`src/rtl/dmem_pkg.sv`:
```
// Shared definitions for the data-memory access controller: FSM encoding,
// requester ids and default timing parameters.
package dmem_pkg;

    typedef enum logic [1:0] {
        StIdle   = 2'd0,
        StAccCpu = 2'd1,
        StAccLdr = 2'd2,
        StResp   = 2'd3
    } dmem_state_e;

    localparam logic REQ_CPU = 1'b0;
    localparam logic REQ_LDR = 1'b1;

    localparam int unsigned WAIT_CYC_DEF   = 1;
    localparam int unsigned STARVE_LIM_DEF = 3;

endpackage

```
`src/rtl/dmem_wait_timer.sv`:
```
// Wait-state timer: loaded at grant, counts down once per access cycle and
// flags 'expire' on the cycle the count sits at zero.
module dmem_wait_timer (
    input  logic       clock,
    input  logic       reset,
    input  logic       load,
    input  logic [2:0] load_val,
    input  logic       dec,
    output logic       expire
);

    logic [2:0] count_q;

    always_ff @(posedge clock or posedge reset) begin
        if (reset) begin
            count_q <= 3'd0;
        end else if (load) begin
            count_q <= load_val;
        end else if (dec && (count_q != 3'd0)) begin
            count_q <= count_q - 3'd1;
        end
    end

    assign expire = (count_q == 3'd0);

endmodule

```
`src/rtl/dmem_access_ctrl.sv`:
```
// Data-memory access sequencer: arbitrates CPU MEM stage vs loader port,
// holds memory strobes for WAIT_CYC+1 cycles and pulses ack/done afterwards.
module dmem_access_ctrl
    import dmem_pkg::*;
#(
    parameter int unsigned DATA_W     = 16,
    parameter int unsigned ADDR_W     = 16,
    parameter int unsigned WAIT_CYC   = WAIT_CYC_DEF,
    parameter int unsigned STARVE_LIM = STARVE_LIM_DEF
) (
    input  logic              clock,
    input  logic              reset,
    input  logic              cpu_rm,
    input  logic              cpu_wm,
    input  logic [ADDR_W-1:0] cpu_addr,
    input  logic [DATA_W-1:0] cpu_wdata,
    output logic [DATA_W-1:0] cpu_rdata,
    output logic              cpu_ack,
    output logic              stall,
    input  logic              ldr_req,
    input  logic              ldr_we,
    input  logic [ADDR_W-1:0] ldr_addr,
    input  logic [DATA_W-1:0] ldr_wdata,
    output logic [DATA_W-1:0] ldr_rdata,
    output logic              ldr_done,
    output logic              mem_rm,
    output logic              mem_wm,
    output logic [ADDR_W-1:0] mem_addr,
    output logic [DATA_W-1:0] mem_wdata,
    input  logic [DATA_W-1:0] mem_rdata
);

    localparam int unsigned    SW        = (STARVE_LIM < 1) ? 1 : $clog2(STARVE_LIM + 1);
    localparam logic [SW-1:0]  StarveMax = SW'(STARVE_LIM);
    localparam logic [2:0]     WaitLoad  = 3'(WAIT_CYC);

    dmem_state_e   state_q, state_d;
    logic          owner_q;
    logic [SW-1:0] starve_q;
    logic          cpu_req, grant_cpu, grant_ldr, acc_done, in_acc, expire;

    assign cpu_req  = cpu_rm | cpu_wm;
    assign in_acc   = (state_q == StAccCpu) || (state_q == StAccLdr);
    assign cpu_ack  = (state_q == StResp) && (owner_q == REQ_CPU);
    assign ldr_done = (state_q == StResp) && (owner_q == REQ_LDR);
    assign stall    = cpu_req & ~cpu_ack;

    dmem_wait_timer u_wait_timer (
        .clock    (clock),
        .reset    (reset),
        .load     (grant_cpu | grant_ldr),
        .load_val (WaitLoad),
        .dec      (in_acc),
        .expire   (expire)
    );

    always_comb begin
        state_d   = state_q;
        grant_cpu = 1'b0;
        grant_ldr = 1'b0;
        acc_done  = 1'b0;
        unique case (state_q)
            StIdle: begin
                // Loader only overrides the CPU once it has been passed over STARVE_LIM times.
                if (ldr_req && (!cpu_req || (starve_q == StarveMax))) begin
                    grant_ldr = 1'b1;
                    state_d   = StAccLdr;
                end else if (cpu_req) begin
                    grant_cpu = 1'b1;
                    state_d   = StAccCpu;
                end
            end
            StAccCpu, StAccLdr: begin
                if (expire) begin
                    acc_done = 1'b1;
                    state_d  = StResp;
                end
            end
            StResp:  state_d = StIdle;
            default: state_d = StIdle;
        endcase
    end

    always_ff @(posedge clock or posedge reset) begin
        if (reset) begin
            state_q <= StIdle;
        end else begin
            state_q <= state_d;
        end
    end

    always_ff @(posedge clock or posedge reset) begin
        if (reset) begin
            owner_q   <= REQ_CPU;
            starve_q  <= '0;
            mem_rm    <= 1'b0;
            mem_wm    <= 1'b0;
            mem_addr  <= '0;
            mem_wdata <= '0;
            cpu_rdata <= '0;
            ldr_rdata <= '0;
        end else begin
            if (!ldr_req || grant_ldr) begin
                starve_q <= '0;
            end else if (grant_cpu && (starve_q != StarveMax)) begin
                starve_q <= starve_q + SW'(1);
            end

            if (grant_cpu) begin
                // Simultaneous read+write is a plain write.
                owner_q   <= REQ_CPU;
                mem_rm    <= cpu_rm & ~cpu_wm;
                mem_wm    <= cpu_wm;
                mem_addr  <= cpu_addr;
                mem_wdata <= cpu_wdata;
            end else if (grant_ldr) begin
                owner_q   <= REQ_LDR;
                mem_rm    <= ~ldr_we;
                mem_wm    <= ldr_we;
                mem_addr  <= ldr_addr;
                mem_wdata <= ldr_wdata;
            end else if (acc_done) begin
                mem_rm <= 1'b0;
                mem_wm <= 1'b0;
                if (owner_q == REQ_CPU) begin
                    cpu_rdata <= mem_rm ? mem_rdata : '0;
                end else begin
                    ldr_rdata <= mem_rm ? mem_rdata : '0;
                end
            end
        end
    end

endmodule

```
`config.mk`:
```
export PLATFORM = sky130hd
export DESIGN_NAME = dmem_access_ctrl
export DESIGN_NICKNAME = d
export VERILOG_FILES = /design/src/rtl/dmem_pkg.sv /design/src/rtl/dmem_wait_timer.sv /design/src/rtl/dmem_access_ctrl.sv
export SDC_FILE = /design/constraint.sdc
export NUM_CORES = 1
export LEC_CHECK = 0
export BUFFER_PORTS_ARGS = -buffer_cell sky130_fd_sc_hd__buf_2
export CORE_MARGIN = 3
export CORE_UTILIZATION = 44
export CTS_BUF_LIST = sky130_fd_sc_hd__clkbuf_8
export DETAILED_ROUTE_END_ITERATION = 8
export PLACE_DENSITY = 0.76
export SLEW_MARGIN = 20
export SYNTH_ARGS = -nofsm -noshare
export SYNTH_HDL_FRONTEND = slang
export SYNTH_HIERARCHICAL = 1
export SYNTH_SLANG_ARGS = --single-unit
export TNS_END_PERCENT = 30
```
`constraint.sdc`:
```
create_clock -name clock -period 2.25 [get_ports clock]
set_input_delay 0.45 -clock clock [delete_from_list [all_inputs] [get_ports clock]]
set_output_delay 0.45 -clock clock [all_outputs]
set_load 0.02 [all_outputs]
```
; ---- Word level (Yosys, flattened, before mapping)
; Cells that the tools add are included.
[word_totals]
register_bits = 74
latchBits = 0
ramBits = 0
romBits = 0
inputBits = 86
out_inout_bits = 69
wordCells = 77
mem_count = 0
[op_classes]
n_addsub = 2
n_mul = 0
n_div = 0
magnitude_cmp = 0
n_eq_ne = 7
shift = 0
muxes = 27
bitwise_logic = 10
n_reduce_logical = 21
[op_table]
columns = operator, n
row1 = 16-bit 2-to-1 mux, 5
row2 = 1-bit 2-to-1 mux, 14
row3 = 2-bit 2-to-1 mux, 5
row4 = 4-bit AND reduction, 2
row5 = 2-bit == test (second input constant), 3
row6 = 3-bit 2-to-1 mux, 2
row7 = 1-bit inverter, 6
row8 = 2-bit case mux with 3 select lines, 1
row9 = 2-bit nonzero test, 3
row10 = 3-bit nonzero test, 2
row11 = 1-bit logical AND, 5
row12 = 2-bit inequality test (second input constant), 2
row13 = 3-bit logical NOT, 1
row14 = 1-bit logical OR, 3
row15 = 3-bit inequality test (second input constant), 1
row16 = 3-bit by 1-bit subtractor with 3-bit output (second input constant), 1
row17 = 2-bit by 1-bit adder with 2-bit output (second input constant), 1
row18 = 1-bit bitwise AND, 2
row19 = 2-bit by 1-bit == test with 1-bit output (second input constant), 1
row20 = 1-bit logical NOT, 2
row21 = 2-bit logical NOT, 1
row22 = 1-bit bitwise OR, 2
row23 = 2-bit AND reduction, 1
row24 = 2-bit OR reduction, 1

; ---- Depth between registers and ports, before layout
; Gate-level depths: netlist of the first run.
[logic_depth]
ltp_word = 9
mapped_depth = 7
mapped_depth_nobuf = 6

; ---- Cells and area by module
; The synthesis of the first run kept the hierarchy.
[modules_own_cells]
columns = module, instances, cells_each, area_each_um2, seq_area_each_um2
row1 = dmem_access_ctrl, 1, 249, 3185.6, 1776.7
row2 = dmem_wait_timer, 1, 20, 193.9, 75.1

; ---- Least setup slack after synthesis of the first run
; OpenSTA, ideal clock, no wires.
[synth_path]
path_type = in2reg
start = input port ldr_req
end = register cpu_rdata[0]
setup_ns = 0.125
t_arrival_ns = 1.945
path_slack_ns = 0.180
path_stages = 6
cell_sequence = clkbuf_1 -> o31ai_4 -> inv_2 -> nor3_4 -> buf_4 -> mux2_2
[synth_via]
elab_chain_len = 5
elab_cells_between_ends = 8
cone_classes = 4 x mux / 2 x bitwise / 2 x reduce/logical
[synth_lines]
columns = element, line_no
row1 = start: declaration, dmem_access_ctrl.sv:20  ; input logic ldr_req,
row2 = 1-bit logical AND (*), dmem_access_ctrl.sv:65  ; if (ldr_req && (!cpu_req || (starve_q == StarveMax))) begin
row3 = 1-bit 2-to-1 mux, dmem_access_ctrl.sv:65
row4 = 1-bit 2-to-1 mux, dmem_access_ctrl.sv:62  ; unique case (state_q)
row5 = 1-bit inverter (no line), n/a
row6 = 4-bit AND reduction (no line) (*), n/a
row7 = end signal: assignment, dmem_access_ctrl.sv:126  ; cpu_rdata <= mem_rm ? mem_rdata : '0;
row8 = end: declaration, dmem_access_ctrl.sv:17  ; output logic [DATA_W-1:0] cpu_rdata,
; Every way passes the cells marked *; elsewhere a longest branch is shown, timed or not.
; A chain may end at the register's enable or synchronous reset.

; ---- Final worst setup path of the first run
[layout_path]
start = register u_wait_timer.count_q[1]
end = register ldr_rdata[5]
[layout_via]
elab_chain_len = 4
[layout_lines]
columns = element, line_no
row1 = start: declaration, dmem_wait_timer.sv:12  ; logic [2:0] count_q;
row2 = start signal: assignment, dmem_wait_timer.sv:18  ; count_q <= load_val;
row3 = start signal: assignment, dmem_wait_timer.sv:20  ; count_q <= count_q - 3'd1;
row4 = 3-bit logical NOT, dmem_wait_timer.sv:24  ; assign expire = (count_q == 3'd0);
row5 = named net expire, dmem_access_ctrl.sv:40  ; logic cpu_req, grant_cpu, grant_ldr, acc_done, in_acc, expire;
row6 = 1-bit 2-to-1 mux, dmem_access_ctrl.sv:74  ; if (expire) begin
row7 = 1-bit 2-to-1 mux, dmem_access_ctrl.sv:62
row8 = 4-bit AND reduction (no line), n/a
row9 = end signal: assignment, dmem_access_ctrl.sv:128  ; ldr_rdata <= mem_rm ? mem_rdata : '0;
row10 = end: declaration, dmem_access_ctrl.sv:24  ; output logic [DATA_W-1:0] ldr_rdata,
; The timed path passes the listed nets, and every way through them passes these cells.

==> metrics.md, run 1 <==
| Metric | Value |
|---|---|
| Die Ht | `93.6 um` |
| FILL cells | `629` |
| Most frequent cell after synthesis | `dfrtp_1` |
| Pre-CTS setup slack | `0.315 ns` |
| Clock Tree Buf Depth | `2` |
| DR vias/cell | `5.19` |
| Simple-gate share of the synthesized area | `14.6%` |
| CP Launch Type | `flip-flop` |
| PortBufs | `154` |
| Main flop type after synthesis | `dfrtp_1` |
| Final setup vio count | `0` |
| HP Class | `in2reg` |
| Slowest stage delay, CP | `0.37 ns` |
| Area growth, synth to finish | `35.1%` |
| Hpwl dp | `5940 um` |
| Sequential area share after synthesis | `54.8%` |
| Number of diodes | `0` |
| Hold-fix buffers, CTS | `1` |
| Worst EP required | `2.47 ns` |
| First-pass GRT wire length | `12800 um` |
| EDFF count, synth | `0` |
| Max FO, Critical Path | `16` |
| Final Cycle Share | `86.7%` |
| Synth Warn # | `6` |
| Post-synthesis mux area share | `11.3%` |
| Worst Skew | `0.0103 ns` |
| Lkg Pwr | `0.00253 uW` |
| Clock transition at the registers of the reported paths | `0.08 ns` |
| Average size of a mapped cell | `12.6 sq um` |
| Critical path depth in cells | `7` |
| Cell count after synthesis | `269` |
| Kind of end point of the critical path | `flip-flop` |
| WL final | `8040 um` |
| Most used cell, CP | `ha_1` |
| Register bit total from synthesis | `74` |
| Vias in the first global route | `2688` |
| Starting Density | `45.9%` |
| Initial antenna violation count | `1` |
| Mapped Area | `0.00338 sq mm` |
| Largest family of logic cells by synthesized area | `simple AND/OR/NAND/NOR gates` |
| Synth async-reset ratio | `100%` |
| Grt total ovfl | `0` |
| Nets | `516` |
| Post-synthesis xor/xnor area fraction | `0%` |
| Placed Cells | `512` |
| Antenna viol nets, final | `0` |
| Top post-synthesis cells by count | `dfrtp_1, a221o_1, and3_1` |
| Pwr Density | `1390 mW/mm^2` |
| CTS tree | `done` |
| First-pass detailed-route iteration total | `4` |
| Adder-Cell Fraction of Synth Area | `1.85%` |
| Residual DRC count | `0` |
| Leading post-synthesis cells by cell area | `dfrtp_1, a221o_1, mux2_2` |
| GRT Total Usage | `18.7%` |
| Fin. max-slew vios | `0` |
| FMAX | `513 MHz` |
| Resized Gates After CTS | `0` |
| Post-synth top area cell | `dfrtp_1` |
| Total power | `6360 uW` |
| Min cycle time layout | `1.95 ns` |
| Max IR drop VDD | `0.000673 V` |
| CP Cell Sequence | `inv_1 -> ha_1 -> ha_1 -> nand2_1 -> nor3b_4 -> buf_12 -> mux2_2` |
| CP top delay family | `simple AND/OR/NAND/NOR gates` |
| Layout cell share with drive strength beyond 1 | `48.1%` |
| Clock sinks | `74` |
| Worst setup margin | `0.299 ns` |
| # IOs | `155` |
| Final hold vios | `0` |
| Pin count of the biggest net entering global routing | `72` |
| Gp weighted congestion | `0.705` |
| CP max-delay cell | `dfrtp_1` |
| Crit Path Class | `reg2reg` |
| Die area | `0.00877 sq mm` |
| Routed vias | `2745` |
| R2R depth | `7` |
| Status | `finished, final reports clean` |
| Worst path buffer plus inverter count | `2` |
| Drt wl/cell | `15.2 um` |
| Flop-to-flop setup slack | `0.30 ns` |
| Post-CTS Setup Inserts | `0` |
| Worst EP arrival | `2.17 ns` |
| Drt initial violations | `83` |
| Layout Cells excl Fill | `529` |
| Post-synthesis cell type count | `40` |
| RSZ-0062 raised after global routing | `no` |
| Chip width | `93.6 um` |
| Hold path cells | `2` |
| H-tree depth | `3` |
| Clock Latency Late Sink | `0.34 ns` |
| Setup TNS | `0 ns` |
| Std cell rows | `31` |
| Number of buffers created by CTS | `9` |
| Proportion of netlist area held by the largest area contributor | `54.8%` |
| Compound-Gate Fraction of Synth Area | `13.7%` |
| Clk root buf | `clkbuf_8` |
| Total core area | `0.00737 sq mm` |
| Max cap viols | `0` |
layout by cell type, fill, tap and decap left out, types with 2 or more instances in the layout:
master     synthesis  final
conb_1             2      3
mux2_2            22     22
inv_1              9      8
buf_2              1    154
nor3_1             2      2
ha_1               5      5
or4b_1             3      3
nor2b_1            4      4
nand3_1            2      2
clkbuf_8           0      9
mux2i_1            2      2
a221o_1           32     32
buf_12             0      3
and3_1            32     32
and2_1            17     17
bufinv_16          0      4
inv_2              1      2
a32o_1             2      2
a2bb2oi_1          2      2
dfrtp_1           74     74
o21a_1             2      2
buf_4              1      5
mux2_1            10     10
nand2_1            6      6
nand2b_1           4      4
nor2_1             2      2
final timing paths:
check                                               startpoint                                   to
max                        u_wait_timer/count_q[1]$_DFFE_PP0P_             ldr_rdata[5]$_DFFE_PP0P_
min                                                ldr_addr[2]              mem_addr[2]$_DFFE_PP0P_
max reg2reg                u_wait_timer/count_q[1]$_DFFE_PP0P_             ldr_rdata[5]$_DFFE_PP0P_
min reg2reg                          ldr_rdata[15]$_DFFE_PP0P_            ldr_rdata[15]$_DFFE_PP0P_
max in group asynchronous                                reset               state_q[0]$_DFFE_PP0P_
min in group asynchronous                                reset  u_wait_timer/count_q[1]$_DFFE_PP0P_
metal layers:
metal	GRT usage (%)	share of wire [%]	vias to the layer above
met1	24.7	44	1295
met2	29.4	46	124
li1	-	-	1312
met4	7.46	1.6	2
met3	4.75	8.8	12
met5	0	0.087	-
registers in the layout, indices dropped and copies added, names as in the netlist:
name and count:
mem_addr 16, cpu_rdata 16, mem_wdata 16, mem_rm 1, mem_wm 1, starve_q 2, owner_q 1, u_wait_timer/count_q 3
ldr_rdata 16, state_q 2
cell type report:
type | count | area (sq um) | share of cell area (%)
flip-flops and latches | 74 | 1850 | 40.5
clock inverters | 7 | 141 | 3.10
repair buffers | 163 | 878 | 19.2
inverters | 10 | 37.5 | 0.822
well taps | 99 | 124 | 2.71
multi-input cells | 167 | 1410 | 30.9
clock buffers | 9 | 124 | 2.71
logic make-up (layout without fill, tap and decap cells):
logic type,count (synthesis),after routing
mux,34,34
other cells,2,3
compound gates,48,48
simple gates,77,77
buf+inv,29,189
fa+ha+maj,5,5
flops,74,74
worst reg2reg max path, stage by stage, from the launching register on:
cell     delay, ns
dfrtp_1       0.37
inv_1         0.08
ha_1          0.15
ha_1          0.25
nand2_1       0.19
nor3b_4       0.26
buf_12        0.19
mux2_2        0.35
metrics by stage:
| step | util, % | hold WS (ns) | area, sq um |
|---|---|---|---|
| CTS | 62.0 | 0.315 | 4570 |
| detailed placement | 58.2 | 0.338 | 4290 |
| global placement | 58.2 | 0.337 | 4290 |
| global route | 62.0 | 0.328 | 4570 |
| finish | 62.0 | 0.337 | 4570 |
| floorplan | - | 0.204 | 3380 |
where the power goes:
part | internal [uW] | total (uW) | switching [uW]
clock | 848 | 1320 | 476
combinational | 1260 | 2830 | 1570
sequential | 1880 | 2200 | 323
Note: power is estimated with default switching activity, not from simulation.
==> run 2, diff against run 1 <==
--- a/config.mk
+++ b/config.mk
@@ -5,12 +5,12 @@
 export SDC_FILE = /design/constraint.sdc
 export NUM_CORES = 1
 export LEC_CHECK = 0
-export BUFFER_PORTS_ARGS = -buffer_cell sky130_fd_sc_hd__buf_2
 export CORE_MARGIN = 3
-export CORE_UTILIZATION = 44
+export CORE_UTILIZATION = 46
 export CTS_BUF_LIST = sky130_fd_sc_hd__clkbuf_8
 export DETAILED_ROUTE_END_ITERATION = 8
-export PLACE_DENSITY = 0.76
+export DONT_BUFFER_PORTS = 1
+export PLACE_DENSITY = 0.6
 export SLEW_MARGIN = 20
 export SYNTH_ARGS = -nofsm -noshare
 export SYNTH_HDL_FRONTEND = slang
==> metrics.md, run 2 (synthesized netlist as in run 1, its figures left out) <==
| Metric | Value |
|---|---|
| Std cell rows | `30 (-3.2%)` |
| Final Cycle Share | `88.5% (+1.8 points)` |
| Pwr Density | `1540 mW/mm^2 (+11%)` |
| CP Cell Sequence | `inv_1 -> ha_1 -> ha_1 -> nand2_1 -> nor3b_4 -> buf_4 -> mux2_2` |
| Initial antenna violation count | `0 (-1)` |
| Rel. slew slack | `56.8%` |
| Max FO, Critical Path | `16 (unchanged)` |
| Post-CTS Setup Inserts | `0 (unchanged)` |
| Final hold vios | `0 (unchanged)` |
| Starting Density | `48.7% (+2.8 points)` |
| CP max-delay cell | `dfrtp_1` |
| H-tree depth | `3 (unchanged)` |
| Worst Skew | `0.00805 ns (-0.00221 ns)` |
| First-pass GRT wire length | `11900 um (-6.7%)` |
| Kind of end point of the critical path | `flip-flop` |
| FMAX | `502 MHz (-2.0%)` |
| Cell internal pwr | `3580 uW (-10%)` |
| Seq pwr share | `49.7% (+15 points)` |
| Total core area | `0.00694 sq mm (-5.8%)` |
| CP Launch Type | `flip-flop` |
| FILL cells | `610 (-3.0%)` |
| Placed Cells | `356 (-30%)` |
| Worst path buffer plus inverter count | `2 (unchanged)` |
| Clock Tree Buf Depth | `2 (unchanged)` |
| Gp weighted congestion | `0.763 (+8.3%)` |
| Most frequent cells in the layout | `dfrtp_1, and3_1, a221o_1, mux2_2, and2_1` |
| Pin count of the biggest net entering global routing | `72 (unchanged)` |
| Clock power frac | `22.9% (+2.1 points)` |
| Chip width | `91.7 um (-2.1%)` |
| First-pass detailed-route iteration total | `4 (unchanged)` |
| Layout cell share with drive strength beyond 1 | `19.1% (-29 points)` |
| Worst r2r src | `u_wait_timer/count_q[0]$_DFFE_PP0P_` |
| Clock sinks | `74 (unchanged)` |
| Die Ht | `91.7 um (-2.1%)` |
| Min cycle time layout | `1.99 ns (+0.0394 ns)` |
| RR Endpoint | `ldr_rdata[6]$_DFFE_PP0P_` |
| Most used cell, CP | `ha_1` |
| # IOs | `155 (unchanged)` |
| Die area | `0.00841 sq mm (-4.1%)` |
| Pre-CTS setup slack | `0.254 ns (-0.0615 ns)` |
| Slowest stage delay, CP | `0.39 ns (+0.02 ns)` |
| Crit Path Class | `reg2reg` |
| GRT Total Usage | `18.0% (-0.73 points)` |
| Vias in the first global route | `2190 (-19%)` |
| Lkg Pwr | `0.00187 uW (-26%)` |
| Fraction of power spent switching nets | `38.7% (+1.4 points)` |
| CTS tree | `done` |
| Drt initial violations | `99 (+19%)` |
| Routed vias | `2271 (-17%)` |
| Final setup vio count | `0 (unchanged)` |
| Status | `finished, final reports clean` |
| Nets | `363 (-30%)` |
| Number of buffers created by CTS | `9 (unchanged)` |
| Resized Gates After CTS | `0 (unchanged)` |
| Clk root buf | `clkbuf_8` |
| R2R depth | `7 (unchanged)` |
| Combinational group share of total power | `27.4% (-17 points)` |
| Fin. max-slew vios | `0 (unchanged)` |
| Commonest non-fill, non-tap cell in the layout | `dfrtp_1` |
| CP top delay family | `simple AND/OR/NAND/NOR gates` |
| Max cap viols | `0 (unchanged)` |
| Clock Latency Late Sink | `0.34 ns (about the same)` |
| Flop-to-flop setup slack | `0.26 ns (-0.04 ns)` |
| Grt total ovfl | `0 (unchanged)` |
| Hpwl dp | `5310 um (-11%)` |
| PortBufs | `0 (-100%)` |
| Residual DRC count | `0 (unchanged)` |
| Drt wl/cell | `20.3 um (+33%)` |
| Number of diodes | `0 (unchanged)` |
| Worst hold margin | `0.0569 ns (-0.280 ns)` |
| Final Core Density | `54.5% (-7.4 points)` |
| Clock transition at the registers of the reported paths | `0.07 ns (about the same)` |
| DR vias/cell | `6.09 (+17%)` |
| Area growth, synth to finish | `12.0%` |
| Hold-fix buffers, CTS | `1 (unchanged)` |
| Worst EP arrival | `2.21 ns (+0.04 ns)` |
| Antenna viol nets, final | `0 (unchanged)` |
| Switch Pwr | `2260 uW (-4.8%)` |
| Slew at the pin with the worst max-slew slack | `0.649 ns` |
| Setup TNS | `0 ns (unchanged)` |
| WL final | `7570 um (-5.9%)` |
| Layout Cells excl Fill | `373 (-29%)` |
| Worst EP required | `2.47 ns (about the same)` |
| Worst setup margin | `0.260 ns (-0.0394 ns)` |
| Max IR drop VDD | `0.000808 V (+20%)` |
| RSZ-0062 raised after global routing | `no` |
| HP Class | `in2async` |
-- run 2: cell count changes in the layout (fill, tap and decap cells not counted) --
cell and delta:
buf_12 -1, clkinv_2 -1, clkinv_4 -1, inv_1 +1
buf_4 +2, inv_6 +1, buf_2 -154
-- run 2: metrics by stage --
stage	total power [uW]	cell area, sq um
6_report	5840	3790
5_1_grt	6200	3790
4_1_cts	5900	3790
3_5_place_dp	4560	3510
3_3_place_gp	4520	3510
2_1_floorplan	4120	3380
-- run 2: worst register-to-register path, cell delays in order, from the launching register on --
cell     delay, ns
dfrtp_1       0.39
inv_1         0.07
ha_1          0.14
ha_1          0.24
nand2_1       0.20
nor3b_4       0.20
buf_4         0.26
mux2_2        0.37
-- run 2: power groups by stage --
stage          logic, uW  clock network, uW  registers [uW]
2_1_floorplan       1360                  0            2770
5_1_grt             1780               1440            2980
6_report            1600               1340            2900
4_1_cts             1620               1370            2910
3_3_place_gp        1570                  0            2940
3_5_place_dp        1630                  0            2930
-- run 2: area by class of cell --
class	count	area, sq um	area share [%]
clock inverters	7	140	3.70
clock buffers	9	124	3.27
inverters	10	37.5	0.991
flip-flops and latches	74	1850	48.9
multi-input cells	167	1410	37.2
well taps	96	120	3.17
repair buffers	10	103	2.71
-- run 2: worst max path at each step --
stage	start	slack, ns	cells past startpoint	to
floorplan	reset	0.003	1	cpu_rdata[0]$_DFFE_PP0P_
global placement	state_q[0]$_DFFE_PP0P_	0.33	7	mem_addr[15]$_DFFE_PP0P_
detailed placement	u_wait_timer/count_q[0]$_DFFE_PP0P_	0.25	7	ldr_rdata[6]$_DFFE_PP0P_
CTS	u_wait_timer/count_q[0]$_DFFE_PP0P_	0.24	7	ldr_rdata[6]$_DFFE_PP0P_
global route	u_wait_timer/count_q[0]$_DFFE_PP0P_	0.11	7	ldr_rdata[13]$_DFFE_PP0P_
finish	u_wait_timer/count_q[0]$_DFFE_PP0P_	0.26	7	ldr_rdata[6]$_DFFE_PP0P_
-- run 2: metal layers --
layer	vias to the layer above	wire, um	global-route usage (%)
met5	-	0	0
met4	0	106	6.44
met2	115	3480	26.8
met1	1136	3150	24.0
li1	1008	-	-
met3	12	825	6.56
==> run 3, diff against run 2 <==
--- a/config.mk
+++ b/config.mk
@@ -10,7 +10,7 @@
 export CTS_BUF_LIST = sky130_fd_sc_hd__clkbuf_8
 export DETAILED_ROUTE_END_ITERATION = 8
 export DONT_BUFFER_PORTS = 1
-export PLACE_DENSITY = 0.6
+export PLACE_DENSITY = 0.58
 export SLEW_MARGIN = 20
 export SYNTH_ARGS = -nofsm -noshare
 export SYNTH_HDL_FRONTEND = slang
==> constraint.sdc (replaced) <==
create_clock -name clock -period 1.9 [get_ports clock]
set_input_delay 0.38 -clock clock [delete_from_list [all_inputs] [get_ports clock]]
set_output_delay 0.38 -clock clock [all_outputs]
set_load 0.02 [all_outputs]
==> metrics.md, run 3 (synthesized netlist as in run 1, its figures left out) <==
| Metric | Value |
|---|---|
| Failing checks | `hold timing` |
| Total power | `6660 uW (+14%)` |
| Post-CTS Setup Inserts | `0 (unchanged)` |
| Min cycle time layout | `1.77 ns` |
| Worst EP required | `1.52 ns (-0.95 ns)` |
| H-tree depth | `3 (unchanged)` |
| Area growth, synth to finish | `12.1% (about the same)` |
| WL final | `7900 um (+4.3%)` |
| Final setup vio count | `0 (unchanged)` |
| Worst hold margin | `-0.00354 ns (-0.0604 ns)` |
| HP Class | `in2async` |
| Std cell rows | `30 (unchanged)` |
| Max cap viols | `0 (unchanged)` |
| Crit path from | `state_q[0]$_DFFE_PP0P_` |
| First-pass detailed-route iteration total | `4 (unchanged)` |
| FILL cells | `613 (+0.49%)` |
| Antenna viol nets, final | `0 (unchanged)` |
| Die Ht | `91.7 um (unchanged)` |
| Hpwl dp | `5580 um (+5.0%)` |
| Crit Path Class | `reg2out` |
| Kind of end point of the critical path | `primary output` |
| Number of buffers created by CTS | `9 (unchanged)` |
| Residual DRC count | `0 (unchanged)` |
| Drt initial violations | `62 (-37%)` |
| Clk root buf | `clkbuf_8` |
| Max IR drop VDD | `0.000785 V (-2.8%)` |
| Rel. slew slack | `56.0% (-0.80 points)` |
| Die area | `0.00841 sq mm (unchanged)` |
| Pin count of the biggest net entering global routing | `44 (-39%)` |
| CP top delay family | `simple AND/OR/NAND/NOR gates` |
| Commonest non-fill, non-tap cell in the layout | `dfrtp_1` |
| Pwr Density | `1760 mW/mm^2 (+14%)` |
| Most frequent cells in the layout | `dfrtp_1, and3_1, a221o_1, mux2_2, and2_1` |
| Layout Cells excl Fill | `379 (+1.6%)` |
| PortBufs | `0 (unchanged)` |
| Placed Cells | `361 (+1.4%)` |
| Routed vias | `2243 (-1.2%)` |
| Total core area | `0.00694 sq mm (unchanged)` |
| CTS tree | `done` |
| CP Cell Sequence | `ha_1 -> nor2b_1 -> nor2_1` |
| FMAX | `565 MHz` |
| Final Cycle Share | `93.1%` |
| Clock transition at the registers of the reported paths | `0.08 ns (about the same)` |
| Worst Skew | `0.00929 ns (+0.00124 ns)` |
| Starting Density | `48.7% (unchanged)` |
| Worst r2r src | `state_q[0]$_DFFE_PP0P_` |
| First-pass GRT wire length | `12200 um (+2.1%)` |
| Max FO, Critical Path | `2 (-14)` |
| RSZ-0062 raised after global routing | `no` |
| Worst EP arrival | `1.39 ns (-0.82 ns)` |
| # IOs | `155 (unchanged)` |
| Layout cell share with drive strength beyond 1 | `20.9% (+1.8 points)` |
| Final hold vios | `3 (+3)` |
| Status | `finished with violations` |
| Fin. max-slew vios | `0 (unchanged)` |
| Vias in the first global route | `2322 (+6.0%)` |
| Drt wl/cell | `20.8 um (+2.7%)` |
| Chip width | `91.7 um (unchanged)` |
| Slowest stage delay, CP | `0.38 ns (about the same)` |
| Clock sinks | `74 (unchanged)` |
| CP max-delay cell | `dfrtp_1` |
| Nets | `368 (+1.4%)` |
| Clock Tree Buf Depth | `2 (unchanged)` |
| DR vias/cell | `5.92 (-2.8%)` |
| Gp weighted congestion | `0.711 (-6.9%)` |
| GRT Total Usage | `18.8% (+0.87 points)` |
| Initial antenna violation count | `0 (unchanged)` |
| Slew at the pin with the worst max-slew slack | `0.661 ns (+0.0120 ns)` |
| Lkg Pwr | `0.00186 uW (-0.64%)` |
| CP Launch Type | `flip-flop` |
| Grt total ovfl | `0 (unchanged)` |
| Worst path buffer plus inverter count | `0 (-2)` |
| Clock Latency Late Sink | `0.34 ns (about the same)` |
-- run 3: changes by cell type in the layout (fill, tap and decap cells not counted), sizes merged --
cell / delta
inv: -1
buf: +5
clkinv: +1
bufinv: -3
clkinvlp: +3
diode: +1
-- run 3: layout make-up --
type / count / area, sq um / share of cell area (%)
Timing Repair Buffer: 15 / 165 / 4.36
Clock buffer: 9 / 124 / 3.27
Inverter: 10 / 41.3 / 1.09
Antenna cell: 1 / 2.50 / 0.0661
Tap cell: 96 / 120 / 3.17
Sequential cell: 74 / 1850 / 48.9
Clock inverter: 7 / 70.1 / 1.85
Multi-Input combinational cell: 167 / 1410 / 37.3
-- run 3: worst paths after layout --
| kind | endpoint | slack, ns | depth (start not counted) |
|---|---|---|---|
| min in group clock | starve_q[0]$_DFFE_PP0P_ | 0.16 | 1 |
| worst max-delay path | stall | 0.13 | 3 |
| worst min register to register | state_q[0]$_DFFE_PP0P_ | 0.57 | 2 |
| max in group asynchronous | u_wait_timer/count_q[2]$_DFFE_PP0P_ | 1.41 | 2 |
| worst min-delay path | cpu_rdata[12]$_DFFE_PP0P_ | -0.004 | 2 |
| worst max register to register | ldr_rdata[7]$_DFFE_PP0P_ | 0.14 | 7 |
-- run 3: repair_timing --
| item | in CTS | in global routing |
|---|---|---|
| hold buffers | 1 | 0 |
| gates resized for setup | 0 | 1 |
| hold endpoints to repair | 3 | 0 |
| setup endpoints to repair | 0 | 3 |
-- run 3: metal layers --
layer  routed length (um)  vias to the layer above  GRT usage [%]
met4                   75                        0           7.55
met1                 3180                     1119           22.3
met2                 3960                      101           30.9
met5                    0                        -              0
met3                  686                        6           7.22
li1                     -                     1017              -
-- run 3: power by group --
part           switching [uW]  leakage (uW)  internal [uW]
Combinational             907      0.000805           1110
Sequential               1210      0.000958           2220
Clock                     602     0.0000931            604
-- run 3: stage by stage --
stage                     utilization [%]  hold slack [ns]  TNS (ns)  worst slack [ns]  cell area (sq um)
final                                54.5         -0.00354         0             0.131               3790
after global routing                 54.5           0.0107         0            0.0554               3780
after CTS                            54.5          0.00174         0            0.0776               3780
after detailed placement             51.5            0.152         0            0.0978               3580
after global placement               51.5            0.154         0             0.127               3580
after floorplan                         -            0.134     -1.98           -0.0998               3390
